<file path="config.mk">
export PLATFORM = sky130hd
export DESIGN_NAME = acc_shared_port_arbiter
export DESIGN_NICKNAME = d
export VERILOG_FILES = /design/src/rtl/acc_shared_port_arbiter_pkg.sv /design/src/rtl/acc_owner_fifo.sv /design/src/rtl/acc_shared_port_arbiter.sv
export SDC_FILE = /design/constraint.sdc
export NUM_CORES = 1
export LEC_CHECK = 0
export BUFFER_PORTS_ARGS = -buffer_cell sky130_fd_sc_hd__buf_2
export CORE_ASPECT_RATIO = 1.4
export CORE_MARGIN = 8
export CORE_UTILIZATION = 45
export DETAILED_ROUTE_END_ITERATION = 10
export PLACE_DENSITY = 0.7
export SLEW_MARGIN = 5
export SYNTH_ARGS = -nofsm -noshare
export SYNTH_HDL_FRONTEND = slang
export SYNTH_SLANG_ARGS = --single-unit
</file>
<file path="constraint.sdc">
create_clock -name clk_i -period 2.4 [get_ports clk_i]
set_input_delay 0.12 -clock clk_i [delete_from_list [all_inputs] [get_ports clk_i]]
set_output_delay 0.12 -clock clk_i [all_outputs]
set_load 0.02 [all_outputs]
</file>
<file path="src/rtl/acc_shared_port_arbiter_pkg.sv">
// ------------------------------------------------------------------
// acc_shared_port_arbiter_pkg : width helpers for the shared-port arbiter
// Rev 1.0
// ------------------------------------------------------------------
`default_nettype none

package acc_shared_port_arbiter_pkg;

    // Index width never collapses to zero, even for a single entry.
    function automatic int unsigned idx_width(input int unsigned n);
        return (n > 1) ? $clog2(n) : 1;
    endfunction

    function automatic int unsigned cnt_width(input int unsigned n);
        return $clog2(n + 1);
    endfunction

endpackage

`default_nettype wire

</file>
<file path="src/rtl/acc_owner_fifo.sv">
// ------------------------------------------------------------------
// acc_owner_fifo : in-order FIFO of requester indices
// Rev 1.0
// ------------------------------------------------------------------
`default_nettype none

module acc_owner_fifo
    import acc_shared_port_arbiter_pkg::*;
#(
    parameter int unsigned Width = 1,
    parameter int unsigned Depth = 4
) (
    input  logic                            clk_i,
    input  logic                            rst_ni,
    input  logic                            push_i,
    input  logic [Width-1:0]                data_i,
    input  logic                            pop_i,
    output logic [Width-1:0]                data_o,
    output logic                            full_o,
    output logic                            empty_o,
    output logic [cnt_width(Depth)-1:0]     usage_o
);

    localparam int unsigned PtrW = idx_width(Depth);
    localparam int unsigned CntW = cnt_width(Depth);

    logic [Width-1:0] mem_q [Depth];
    logic [Width-1:0] mem_d [Depth];
    logic [PtrW-1:0]  wr_ptr_q, wr_ptr_d;
    logic [PtrW-1:0]  rd_ptr_q, rd_ptr_d;
    logic [CntW-1:0]  usage_q, usage_d;

    assign data_o  = mem_q[rd_ptr_q];
    assign full_o  = (usage_q == CntW'(Depth));
    assign empty_o = (usage_q == '0);
    assign usage_o = usage_q;

    // Pointers wrap explicitly so non-power-of-two depths work.
    always_comb begin
        mem_d    = mem_q;
        wr_ptr_d = wr_ptr_q;
        rd_ptr_d = rd_ptr_q;
        usage_d  = usage_q;
        if (push_i) begin
            mem_d[wr_ptr_q] = data_i;
            wr_ptr_d = (wr_ptr_q == PtrW'(Depth - 1)) ? '0 : wr_ptr_q + PtrW'(1);
        end
        if (pop_i) begin
            rd_ptr_d = (rd_ptr_q == PtrW'(Depth - 1)) ? '0 : rd_ptr_q + PtrW'(1);
        end
        if (push_i && !pop_i) begin
            usage_d = usage_q + CntW'(1);
        end else if (pop_i && !push_i) begin
            usage_d = usage_q - CntW'(1);
        end
    end

    always_ff @(posedge clk_i or negedge rst_ni) begin
        if (!rst_ni) begin
            for (int i = 0; i < int'(Depth); i++) begin
                mem_q[i] <= '0;
            end
            wr_ptr_q <= '0;
            rd_ptr_q <= '0;
            usage_q  <= '0;
        end else begin
            mem_q    <= mem_d;
            wr_ptr_q <= wr_ptr_d;
            rd_ptr_q <= rd_ptr_d;
            usage_q  <= usage_d;
        end
    end

endmodule

`default_nettype wire

</file>
<file path="src/rtl/acc_shared_port_arbiter.sv">
// ------------------------------------------------------------------
// acc_shared_port_arbiter : round-robin sharing of one accelerator port
// Rev 1.0
// ------------------------------------------------------------------
`default_nettype none

module acc_shared_port_arbiter
    import acc_shared_port_arbiter_pkg::*;
#(
    parameter int unsigned NumReq         = 2,
    parameter int unsigned MaxOutstanding = 4,
    parameter type         acc_c_req_chan_t = logic,
    parameter type         acc_c_rsp_chan_t = logic
) (
    input  logic                                    clk_i,
    input  logic                                    rst_ni,
    input  acc_c_req_chan_t [NumReq-1:0]            slv_q_i,
    input  logic [NumReq-1:0]                       slv_q_valid_i,
    output logic [NumReq-1:0]                       slv_q_ready_o,
    output acc_c_rsp_chan_t [NumReq-1:0]            slv_p_o,
    output logic [NumReq-1:0]                       slv_p_valid_o,
    input  logic [NumReq-1:0]                       slv_p_ready_i,
    output acc_c_req_chan_t                         mst_q_o,
    output logic                                    mst_q_valid_o,
    input  logic                                    mst_q_ready_i,
    input  acc_c_rsp_chan_t                         mst_p_i,
    input  logic                                    mst_p_valid_i,
    output logic                                    mst_p_ready_o,
    output logic [cnt_width(MaxOutstanding)-1:0]    outstanding_o
);

    localparam int unsigned IdxW = idx_width(NumReq);

    logic [IdxW-1:0] rr_q, rr_d;
    logic            lock_q, lock_d;
    logic [IdxW-1:0] lock_idx_q, lock_idx_d;

    logic            hi_found, lo_found;
    logic [IdxW-1:0] hi_idx, lo_idx;
    logic            gnt_valid;
    logic [IdxW-1:0] gnt_idx;
    logic            q_hs, p_hs;
    logic            fifo_full, fifo_empty;
    logic [IdxW-1:0] head_idx;

    // Round robin: lowest valid index at or above rr_q, else lowest overall.
    always_comb begin
        hi_found = 1'b0;
        lo_found = 1'b0;
        hi_idx   = '0;
        lo_idx   = '0;
        for (int i = 0; i < int'(NumReq); i++) begin
            if (slv_q_valid_i[i]) begin
                if (IdxW'(i) >= rr_q) begin
                    if (!hi_found) begin
                        hi_found = 1'b1;
                        hi_idx   = IdxW'(i);
                    end
                end else if (!lo_found) begin
                    lo_found = 1'b1;
                    lo_idx   = IdxW'(i);
                end
            end
        end
    end

    always_comb begin
        if (lock_q) begin
            gnt_idx   = lock_idx_q;
            gnt_valid = slv_q_valid_i[lock_idx_q];
        end else begin
            gnt_idx   = hi_found ? hi_idx : lo_idx;
            gnt_valid = hi_found | lo_found;
        end
    end

    // Issue is blocked purely on the registered count: no p-to-q path.
    always_comb begin
        mst_q_valid_o = gnt_valid & ~fifo_full;
        mst_q_o       = '0;
        if (gnt_valid) begin
            mst_q_o = slv_q_i[gnt_idx];
        end
        slv_q_ready_o = '0;
        for (int i = 0; i < int'(NumReq); i++) begin
            slv_q_ready_o[i] = mst_q_ready_i & ~fifo_full & gnt_valid & (gnt_idx == IdxW'(i));
        end
    end

    assign q_hs = mst_q_valid_o & mst_q_ready_i;

    always_comb begin
        rr_d       = rr_q;
        lock_d     = lock_q;
        lock_idx_d = lock_idx_q;
        if (q_hs) begin
            rr_d   = (gnt_idx == IdxW'(NumReq - 1)) ? '0 : gnt_idx + IdxW'(1);
            lock_d = 1'b0;
        end else if (mst_q_valid_o) begin
            lock_d     = 1'b1;
            lock_idx_d = gnt_idx;
        end
    end

    always_ff @(posedge clk_i or negedge rst_ni) begin
        if (!rst_ni) begin
            rr_q       <= '0;
            lock_q     <= 1'b0;
            lock_idx_q <= '0;
        end else begin
            rr_q       <= rr_d;
            lock_q     <= lock_d;
            lock_idx_q <= lock_idx_d;
        end
    end

    always_comb begin
        mst_p_ready_o = ~fifo_empty & slv_p_ready_i[head_idx];
        slv_p_valid_o = '0;
        for (int i = 0; i < int'(NumReq); i++) begin
            slv_p_o[i]       = mst_p_i;
            slv_p_valid_o[i] = ~fifo_empty & mst_p_valid_i & (head_idx == IdxW'(i));
        end
    end

    assign p_hs = mst_p_valid_i & mst_p_ready_o;

    acc_owner_fifo #(
        .Width (IdxW),
        .Depth (MaxOutstanding)
    ) i_owner_fifo (
        .clk_i   (clk_i),
        .rst_ni  (rst_ni),
        .push_i  (q_hs),
        .data_i  (gnt_idx),
        .pop_i   (p_hs),
        .data_o  (head_idx),
        .full_o  (fifo_full),
        .empty_o (fifo_empty),
        .usage_o (outstanding_o)
    );

    always_ff @(posedge clk_i) begin
        if (rst_ni) begin
            assert (!(mst_p_valid_i && fifo_empty))
                else $error("acc_shared_port_arbiter: response with no outstanding request");
        end
    end

endmodule

`default_nettype wire
</file>
==> impl_metrics.csv, run 1 <==
group,metric,value,unit
outcome,status,"complete, no violations",
yosys,synth_area_leader_cell,"dfrtp_1",
global_route,overflow,0,
detailed_routing,ant_nets,0,
critical_path,required,2.60,ns
timing,hold_violations,0,
yosys,synth_seq_cells,14,
detailed_routing,wirelength,1.51,mm
floorplanning,row_count,18,
cts,clock_sinks,14,
floorplanning,start_util,47.4,%
timing,slew_headroom,57.9,%
yosys,seq_area_frac_synth,42.6,%
cts,clk_path_buf_depth,2,
global_route,grt_pass1_vias,640,
timing,worst_pin_slew,0.627,ns
detailed_routing,wl_met2,719,um
yosys,syn-num-nets,94,
cts,htreeDepth,1,
yosys,ys_warn_count,0,
timing,fmax,0.440,GHz
critical_path,cp_slowest_cell,"mux4_2",
timing,setup_tns,0,ns
critical_path,worstSetupEndpointType,"register",
critical_path,timing.rr.start,"i_owner_fifo.rd_ptr_q[0]",
timing,clock_skew,0.00928,ns
yosys,yosys-top-cells-area,"dfrtp_1 (43%), ha_1 (9.1%), mux2_2 (5.5%)",
floorplanning,dieHeight,66.6,um
yosys,synth-async-reset-ratio,100,%
worst_hold_path,holdCritPathClass,"in -> reg",
detailed_routing,first_iter_violations,10,
global_route,antenna_found_initial,0,
detailed_routing,avgViaCountPerCell,4.98,
cts,path_clk_slew,0.08,ns
yosys,synth_ff_type,"dfrtp_1",
yosys,yosysUniqueCellTypes,26,
timing,rsz0062_at_grt,"no",
floorplanning,num_io_pins,23,
cts,cts_tree,"done",
final_layout,drive_above_1_share,39.6,%
run,maxCapViolCount,0,
critical_path,critical-path-max-stage-delay,0.55,ns
critical_path,worstPathArrival,2.48,ns
final_layout,antennaDiodeCount,0,
floorplanning,dieArea,3470,sq um
place,portBuffers,19,
timing,fin_crit,2.28,ns
detailed_routing,post_drt_wl_per_cell,12.5,um
critical_path,worstSetupPathType,"reg -> reg",
cts,numCtsBuffers,3,
timing,finalSetupViolCount,0,
critical_path,critPathMaxFanout,3,
worst_hold_path,min_from,"mst_q_ready_i",
timing,fin_crit_sh,94.8,%
pwr,powerDensity,1310,nW/um^2
detailed_routing,drtPass1Iterations,3,
detailed_routing,met3_length,122,um
global_route,track_usage,9.82,%
final_layout,area_growth,23.0,%
cts,ctsRootBufferMaster,"clkbuf_4",
final_layout,nNetsFinal,121,
critical_path,crit_chain,"mux4_2, mux2i_2, nor2_2, inv_2, ha_4, inv_2, fa_2, xor2_1, nor2_1, xor2_1",
yosys,synth_cells,76,
yosys,syn-cell-area,822,sq um
detailed_routing,vias,603,
critical_path,crit_start,"i_owner_fifo.rd_ptr_q[0]",
yosys,synth_edf_count,0,
detailed_routing,drc,0,
yosys,avgSynthCellArea,10.8,sq um
global_route,grt_max_degree,15,
detailed_routing,wl_met1,643,um
pwr,total_power,1.32,mW
global_route,grt_pass1_wl,2.62,mm
place,dp_hpwl,1.20,mm
yosys,synth_common_cells,"dfrtp_1 (14), nor2_1 (10), inv_1 (7), nand2_1 (7), ha_1 (6)",
pwr,p_leak,0.505,nW
pwr,ir_drop,648,uV
yosys,synth_most_common_cell,"dfrtp_1",
place,gp_congestion,0.810,
floorplanning,dieWidth,52.1,um
floorplanning,coreArea,1730,sq um
yosys,synth_top_area_share,42.6,%
critical_path,startpoint_type,"register",
detailed_routing,top_layer,"met4",
timing,final_max_slew_viol_count,0,
final_layout,fillerInstances,149,
cts,insertion_delay,0.27,ns
final_layout,postLayoutCoreUtil,58.3,%
area by class of cell:
| cell class | count | area (sq um) | share of cell area, % |
|---|---|---|---|
| Sequential cell | 14 | 350 | 34.7 |
| Tap cell | 20 | 25.0 | 2.48 |
| Timing Repair Buffer | 24 | 135 | 13.4 |
| Multi-Input combinational cell | 52 | 447 | 44.2 |
| Clock buffer | 3 | 22.5 | 2.23 |
| Inverter | 8 | 31.3 | 3.09 |
final timing paths:
| kind | endpoint | slack, ns | cells past startpoint |
|---|---|---|---|
| max | i_owner_fifo.usage_o[2] | 0.12 | 10 |
| min | lock_idx_q | 0.20 | 4 |
| max reg2reg | i_owner_fifo.usage_o[2] | 0.12 | 10 |
| min reg2reg | rr_q | 0.49 | 1 |
| max in group asynchronous | i_owner_fifo.wr_ptr_q[1] | 1.89 | 2 |
| min in group asynchronous | i_owner_fifo.usage_o[1] | 0.26 | 2 |
registers in the layout, summed over array words and instances (netlist names):
register and flops:
i_owner_fifo.mem_q 4, i_owner_fifo.usage_o 3, i_owner_fifo.rd_ptr_q 2, i_owner_fifo.wr_ptr_q 2, lock_idx_q 1, lock_q 1
rr_q 1
placed cells by master (no fill, tap or decap):
cell type       n
nor2b_1         1
mux2_4          1
mux2i_1         2
nor2_2          1
mux2i_2         1
inv_2           2
o31ai_2         1
dfrtp_1        14
a211oi_1        2
xor2_1          2
nor2_1          9
clkinv_2        1
buf_2          19
nand2_1         7
nor3b_1         1
mux4_2          1
dlygate4sd3_1   1
mux2_2          4
nand2b_1        1
clkbuf_4        3
ha_1            5
nor3_1          1
fa_2            1
and2_1          1
o21ai_0         2
a21o_1          1
mux2_1          3
or3_1           1
ha_4            1
buf_4           4
inv_1           5
a2111o_1        1
xnor2_1         1
metal layers:
metal  vias up  GRT usage, %
met3         5          4.01
li1        306             -
met1       276          10.3
met4         0          5.00
met5         -             0
met2        16          16.3
critical path, delay by kind of cell, from the launching register on:
family | cells | cell delay, ns
xor+xnor | 2 | 0.30
fa+ha+maj | 2 | 0.47
buf+inv | 2 | 0.10
flops | 1 | 0.37
mux | 2 | 0.79
simple gates | 2 | 0.19
logic make-up (layout without fill, tap and decap cells):
family / count (synthesis) / after routing / share of synthesized area (%)
fa+ha+maj: 7 / 7 / 11.6
flops: 14 / 14 / 42.6
buf+inv: 10 / 35 / 5.63
compound gates: 7 / 7 / 6.85
simple gates: 23 / 23 / 12.3
xor+xnor: 3 / 3 / 3.20
mux: 12 / 12 / 17.8
stage by stage:
stage                     setup slack (ns)  instance area, sq um  instances  hold slack (ns)
after global placement              0.0885                   950        116           0.0339
after CTS                          0.00621                   982        120            0.193
after detailed placement           0.00906                   950        116           0.0344
after floorplan                     0.0188                   822         76           -0.176
final                                0.125                  1010        121            0.198
after global routing               0.00165                  1010        121            0.209
power by group:
group	switching (mW)	internal, mW	total [mW]
Sequential	0.107	0.355	0.461
Combinational	0.378	0.358	0.737
Clock	0.0675	0.0580	0.126
Total	0.553	0.771	1.32
repair_timing:
item / CTS / global route
setup buffers: 0 / 1
hold endpoints to repair: 14 / 0
setup endpoints to repair: 0 / 2
resized for setup: 0 / 7
hold buffers: 1 / 0
No activity file was read; power rests on OpenSTA's default activity.
==> run 2, diff against run 1 <==
--- a/config.mk
+++ b/config.mk
@@ -11,6 +11,7 @@
 export CORE_UTILIZATION = 45
 export DETAILED_ROUTE_END_ITERATION = 10
 export PLACE_DENSITY = 0.7
+export REMOVE_ABC_BUFFERS = 1
 export SLEW_MARGIN = 5
 export SYNTH_ARGS = -nofsm -noshare
 export SYNTH_HDL_FRONTEND = slang
==> run 2 against run 1 <==
  * Clock skew down 0.0023 ns
  * Core utilization up 0.94 points
  * Critical path type unchanged
  * Total power up 5.3%
  * Cell area up 1.6%
  * Critical endpoint unchanged
==> impl_metrics.csv, run 2 (synthesized netlist as in run 1, its figures left out) <==
group,metric,value,unit
timing,worst_pin_slew,0.612,ns
critical_path,worstSetupEndpointType,"register",
pwr,powerDensity,1360,nW/um^2
final_layout,area_growth,25.0,%
final_layout,layout_commonest_cell,"buf_2",
critical_path,startpoint_type,"register",
final_layout,largest_reg_flops,4,
detailed_routing,vias,638,
timing,fin_ws,0.0469,ns
global_route,grt_max_degree,15,
detailed_routing,drc,0,
global_route,overflow,0,
critical_path,required,2.61,ns
cts,numCtsBuffers,3,
timing,fin_crit_sh,98.0,%
floorplanning,coreArea,1730,sq um
global_route,antenna_found_initial,0,
global_route,track_usage,11.3,%
timing,finalSetupViolCount,0,
final_layout,antennaDiodeCount,0,
place,portBuffers,19,
timing,rsz0062_at_grt,"yes",
timing,clock_skew,0.00701,ns
timing,hold_violations,0,
floorplanning,dieArea,3470,sq um
cts,clock_sinks,14,
timing,slew_headroom,58.9,%
detailed_routing,drtPass1Iterations,5,
outcome,status,"complete, no violations",
final_layout,drive_above_1_share,39.4,%
final_layout,regMostFlops,"i_owner_fifo.mem_q",
cts,insertion_delay,0.29,ns
floorplanning,start_util,47.4,%
final_layout,fillerInstances,148,
place,place_ws,0.00705,ns
floorplanning,num_io_pins,23,
critical_path,worstPathArrival,2.56,ns
final_layout,final_cell_mix,"buf_2 (19), dfrtp_1 (14), nor2_1 (10)",
final_layout,nNetsFinal,123,
global_route,grt_pass1_vias,688,
pwr,p_leak,0.521,nW
critical_path,timing.rr.start,"i_owner_fifo.rd_ptr_q[0]",
worst_hold_path,min_from,"mst_q_ready_i",
detailed_routing,wirelength,1.71,mm
floorplanning,row_count,18,
detailed_routing,first_iter_violations,13,
cts,cts_tree,"done",
run,maxCapViolCount,0,
cts,clk_path_buf_depth,2,
place,gp_congestion,0.896,
timing,fmax,0.425,GHz
timing,fin_crit,2.35,ns
critical_path,crit_start,"i_owner_fifo.rd_ptr_q[0]",
critical_path,worstSetupPathType,"reg -> reg",
final_layout,postLayoutCoreUtil,59.2,%
detailed_routing,post_drt_wl_per_cell,13.8,um
worst_hold_path,holdCritPathClass,"in -> reg",
cts,htreeDepth,1,
global_route,grt_pass1_wl,2.98,mm
critical_path,critPathMaxFanout,3,
cts,path_clk_slew,0.09,ns
place,dp_hpwl,1.27,mm
pwr,ir_drop,459,uV
detailed_routing,ant_nets,0,
floorplanning,dieWidth,52.1,um
timing,final_max_slew_viol_count,0,
detailed_routing,avgViaCountPerCell,5.15,
floorplanning,dieHeight,66.6,um
pwr,total_power,1.39,mW
cts,ctsRootBufferMaster,"clkbuf_4",
[run 2: final cells by class]
class	instances	area [sq um]	share of cell area (%)
clock buffer	4	36.3	3.53
sequential	14	350	34.1
tap	20	25.0	2.44
inverter	8	31.3	3.05
multi-input combinational	52	434	42.3
timing repair buffer	26	150	14.6
[run 2: critical path, cell delays in order, from the launching register on]
cell,delay (ns)
dfrtp_1,0.37
mux4_2,0.55
mux2i_2,0.21
nor2_1,0.08
inv_1,0.06
ha_2,0.18
inv_2,0.04
fa_2,0.32
xor2_1,0.15
nor2_1,0.14
xor2_1,0.18
[run 2: power breakdown]
group | switching, mW | internal (mW) | total [mW]
combinational | 0.390 | 0.366 | 0.755
sequential | 0.108 | 0.354 | 0.462
clock | 0.0827 | 0.0925 | 0.175
total | 0.580 | 0.812 | 1.39
[run 2: path summary, 6_finish.rpt]
check | to | slack, ns | cells after the start
setup / recovery | i_owner_fifo.usage_o[2] | 0.05 | 10
hold reg to reg | rr_q | 0.49 | 1
min in group asynchronous | i_owner_fifo.usage_o[0] | 0.25 | 2
setup reg to reg | i_owner_fifo.usage_o[2] | 0.05 | 10
max in group asynchronous | i_owner_fifo.rd_ptr_q[1] | 1.90 | 2
hold / removal | lock_idx_q | 0.18 | 4
[run 2: metal layers]
layer  vias to the layer above  track usage (%)  part of all wire [%]
met3                         4             4.45                   6.7
met4                         0             7.00                   1.9
met1                       307             11.7                    43
li1                        310                -                     -
met2                        17             18.5                    49
met5                         -                0                     0
[run 2: metrics by stage]
step / hold slack, ns / std cells / setup TNS (ns) / area, sq um
6_report: 0.182 / 124 / 0 / 1030
5_1_grt: 0.167 / 124 / -0.0841 / 1030
4_1_cts: 0.172 / 122 / 0 / 1000
3_5_place_dp: 0.0376 / 116 / 0 / 950
3_3_place_gp: 0.0345 / 116 / 0 / 950
2_1_floorplan: -0.176 / 74 / 0 / 807
[run 2: what timing repair did]
item                       CTS  global route
pin swaps                    0             4
hold buffers                 1             0
buffers inserted             1             2
setup endpoints to repair    1             2
gates resized for setup      0             4
hold endpoints to repair    14             0
==> run 3, diff against run 2 <==
--- a/config.mk
+++ b/config.mk
@@ -5,12 +5,13 @@
 export SDC_FILE = /design/constraint.sdc
 export NUM_CORES = 1
 export LEC_CHECK = 0
+export ABC_AREA = 1
 export BUFFER_PORTS_ARGS = -buffer_cell sky130_fd_sc_hd__buf_2
 export CORE_ASPECT_RATIO = 1.4
 export CORE_MARGIN = 8
 export CORE_UTILIZATION = 45
 export DETAILED_ROUTE_END_ITERATION = 10
-export PLACE_DENSITY = 0.7
+export PLACE_DENSITY = 0.69
 export REMOVE_ABC_BUFFERS = 1
 export SLEW_MARGIN = 5
 export SYNTH_ARGS = -nofsm -noshare
==> run 3 against run 2 <==
  * Combinational power up 16%
  * Register-to-register slack better by 0.27 ns
  * Setup slack better by 0.27 ns
  * Synthesized cell count up 41%
  * Non-clock buffer count down 6
  * Flip-flop and latch count unchanged
  * Area after synthesis up 12%
  * Hold slack better by 0.018 ns
  * Largest power group unchanged
  * Clock-buffer cell count down 1
  * First-iteration DRC count down 46%
  * Core utilization down 5.0 points
  * Critical endpoint is now i_owner_fifo.usage_o[1]
  * Critical path depth down 2
==> impl_metrics.csv, run 3 <==
group,metric,value,unit
final_layout,largest_reg_flops,4,
final_layout,antennaDiodeCount,0,
global_route,antenna_found_initial,0,
yosys,yosys-top-cells-area,"dfrtp_1 (38%), ha_1 (8.2%), nand2_1 (7.8%)",
timing,fmax,0.479,GHz
place,dp_hpwl,1.58,mm
timing,worst_pin_slew,0.319,ns
floorplanning,dieHeight,69.5,um
detailed_routing,first_iter_violations,7,
critical_path,worstSetupEndpointType,"register",
cts,cts_tree,"done",
detailed_routing,avgViaCountPerCell,4.99,
cts,cts_resized,0,
yosys,seq_area_frac_synth,38.1,%
yosys,synth_area_leader_cell,"dfrtp_1",
detailed_routing,ant_nets,0,
timing,slew_headroom,78.7,%
place,placed_cells,145,
yosys,synthMuxAreaShare,1.23,%
timing,fin_crit_sh,87.0,%
place,gp_congestion,0.820,
yosys,synth_cells,107,
timing,hold_violations,0,
floorplanning,dieArea,3760,sq um
timing,rsz0062_at_grt,"no",
detailed_routing,post_drt_wl_per_cell,12.7,um
cts,ctsRootBufferMaster,"clkbuf_4",
yosys,ys_warn_count,0,
cts,clock_sinks,14,
final_layout,final_cells,149,
detailed_routing,vias,743,
yosys,synthAdderAreaFrac,10.4,%
critical_path,startpoint_type,"register",
cts,numCtsBuffers,3,
detailed_routing,drc,0,
yosys,synth_top_area_share,38.1,%
final_layout,final_cell_mix,"nand2_1 (19), buf_2 (19), dfrtp_1 (14)",
outcome,status,"complete, no violations",
critical_path,critPathMaxFanout,6,
cts,insertion_delay,0.28,ns
final_layout,drive_above_1_share,35.2,%
final_layout,area_growth,15.1,%
timing,clock_skew,0.0115,ns
pwr,ir_drop,695,uV
pwr,powerDensity,1400,nW/um^2
yosys,synth_ff_type,"dfrtp_1",
global_route,grt_max_degree,15,
floorplanning,row_count,19,
floorplanning,start_util,47.1,%
worst_hold_path,holdCritPathClass,"in -> reg",
critical_path,worstSetupPathType,"reg -> reg",
global_route,track_usage,11.0,%
place,portBuffers,19,
floorplanning,dieWidth,54.2,um
yosys,synth_xor_xnor_area_share,1.91,%
timing,final_max_slew_viol_count,0,
final_layout,regMostFlops,"i_owner_fifo.mem_q",
cts,cts_setup_buffers,0,
detailed_routing,wirelength,1.90,mm
cts,path_clk_slew,0.07,ns
timing,setup_tns,0,ns
yosys,synth_common_cells,"nand2_1 (19), dfrtp_1 (14), inv_1 (13)",
timing,fin_crit,2.09,ns
yosys,synth-compound-area-share,12.8,%
yosys,syn-cell-area,918,sq um
yosys,yosysUniqueCellTypes,25,
detailed_routing,drtPass1Iterations,4,
critical_path,worstPathArrival,2.25,ns
yosys,avgSynthCellArea,8.58,sq um
critical_path,required,2.56,ns
floorplanning,coreArea,1950,sq um
global_route,grt_pass1_vias,733,
run,maxCapViolCount,0,
cts,htreeDepth,1,
pwr,p_leak,0.555,nW
yosys,synth_seq_cells,14,
yosys,synth_edf_count,0,
floorplanning,num_io_pins,23,
yosys,synth_most_common_cell,"nand2_1",
timing,finalSetupViolCount,0,
cts,clk_path_buf_depth,2,
cts,postCtsHoldBufs,1,
yosys,synthSimpleGateAreaFrac,27.1,%
final_layout,nNetsFinal,148,
yosys,synth_top_family_by_area,"simple AND/OR/NAND/NOR gates",
final_layout,fillerInstances,190,
global_route,overflow,0,
global_route,grt_pass1_wl,3.28,mm
yosys,synth-async-reset-ratio,100,%
run 3: report_power, final:
part / internal (mW) / leakage, nW / total [mW] / switching, mW
clock network: 0.0581 / 0.0138 / 0.131 / 0.0732
registers: 0.354 / 0.171 / 0.472 / 0.117
logic: 0.324 / 0.370 / 0.877 / 0.553
run 3: layout make-up:
type                    instances  area, sq um  share of cell area, %
clock buffers                   3         22.5                   2.13
repair buffers                 20          105                   9.94
flip-flops and latches         14          350                   33.1
inverters                      16         62.6                   5.92
multi-input cells              75          490                   46.4
well taps                      21         26.3                   2.49
run 3: final timing paths:
check                                        start                  endpoint  slack, ns  depth (start not counted)
max reg2reg                i_owner_fifo.usage_o[0]   i_owner_fifo.usage_o[1]       0.31                          8
min reg2reg                  i_owner_fifo.mem_q[0]     i_owner_fifo.mem_q[0]       0.50                          2
min in group asynchronous                   rst_ni                lock_idx_q       0.25                          2
max                        i_owner_fifo.usage_o[0]   i_owner_fifo.usage_o[1]       0.31                          8
max in group asynchronous                   rst_ni  i_owner_fifo.rd_ptr_q[1]       1.89                          2
min                                  mst_p_valid_i  i_owner_fifo.rd_ptr_q[1]       0.20                          5
run 3: logic make-up (layout without fill, tap and decap cells):
| logic type | after synthesis | in the layout |
|---|---|---|
| xor gates and xnor gates | 2 | 2 |
| adders and majority gates | 7 | 7 |
| DFF | 14 | 14 |
| and+or+nand+nor | 48 | 48 |
| buffers and inverters | 18 | 39 |
| muxes | 1 | 1 |
| AOI/OAI and AO/OA | 17 | 17 |
run 3: metrics by stage:
step	hold slack [ns]	power (mW)	cell area, sq um	utilization, %	setup slack, ns
2_1_floorplan	-0.176	1.12	903	-	0.333
3_3_place_gp	0.0301	1.32	1020	52.6	0.385
3_5_place_dp	0.0386	1.36	1020	52.6	0.326
4_1_cts	0.203	1.50	1060	54.2	0.312
5_1_grt	0.234	1.63	1060	54.2	0.151
6_report	0.200	1.48	1060	54.2	0.312
run 3: worst max-delay path: stages (launching register included):
cell	delay [ns]
dfrtp_1	0.44
nor2_2	0.27
a21oi_4	0.12
nand2_4	0.12
inv_4	0.06
ha_1	0.17
inv_1	0.10
fa_1	0.44
mux2_2	0.27
run 3: per-layer routing:
metal  routed length (um)  part of all wire, %  track usage, %
met1                  765                   40            13.5
met2                 1070                   56            18.3
met3                   57                  3.0            2.15
met4                    9                 0.47            3.30
met5                    0                    0               0
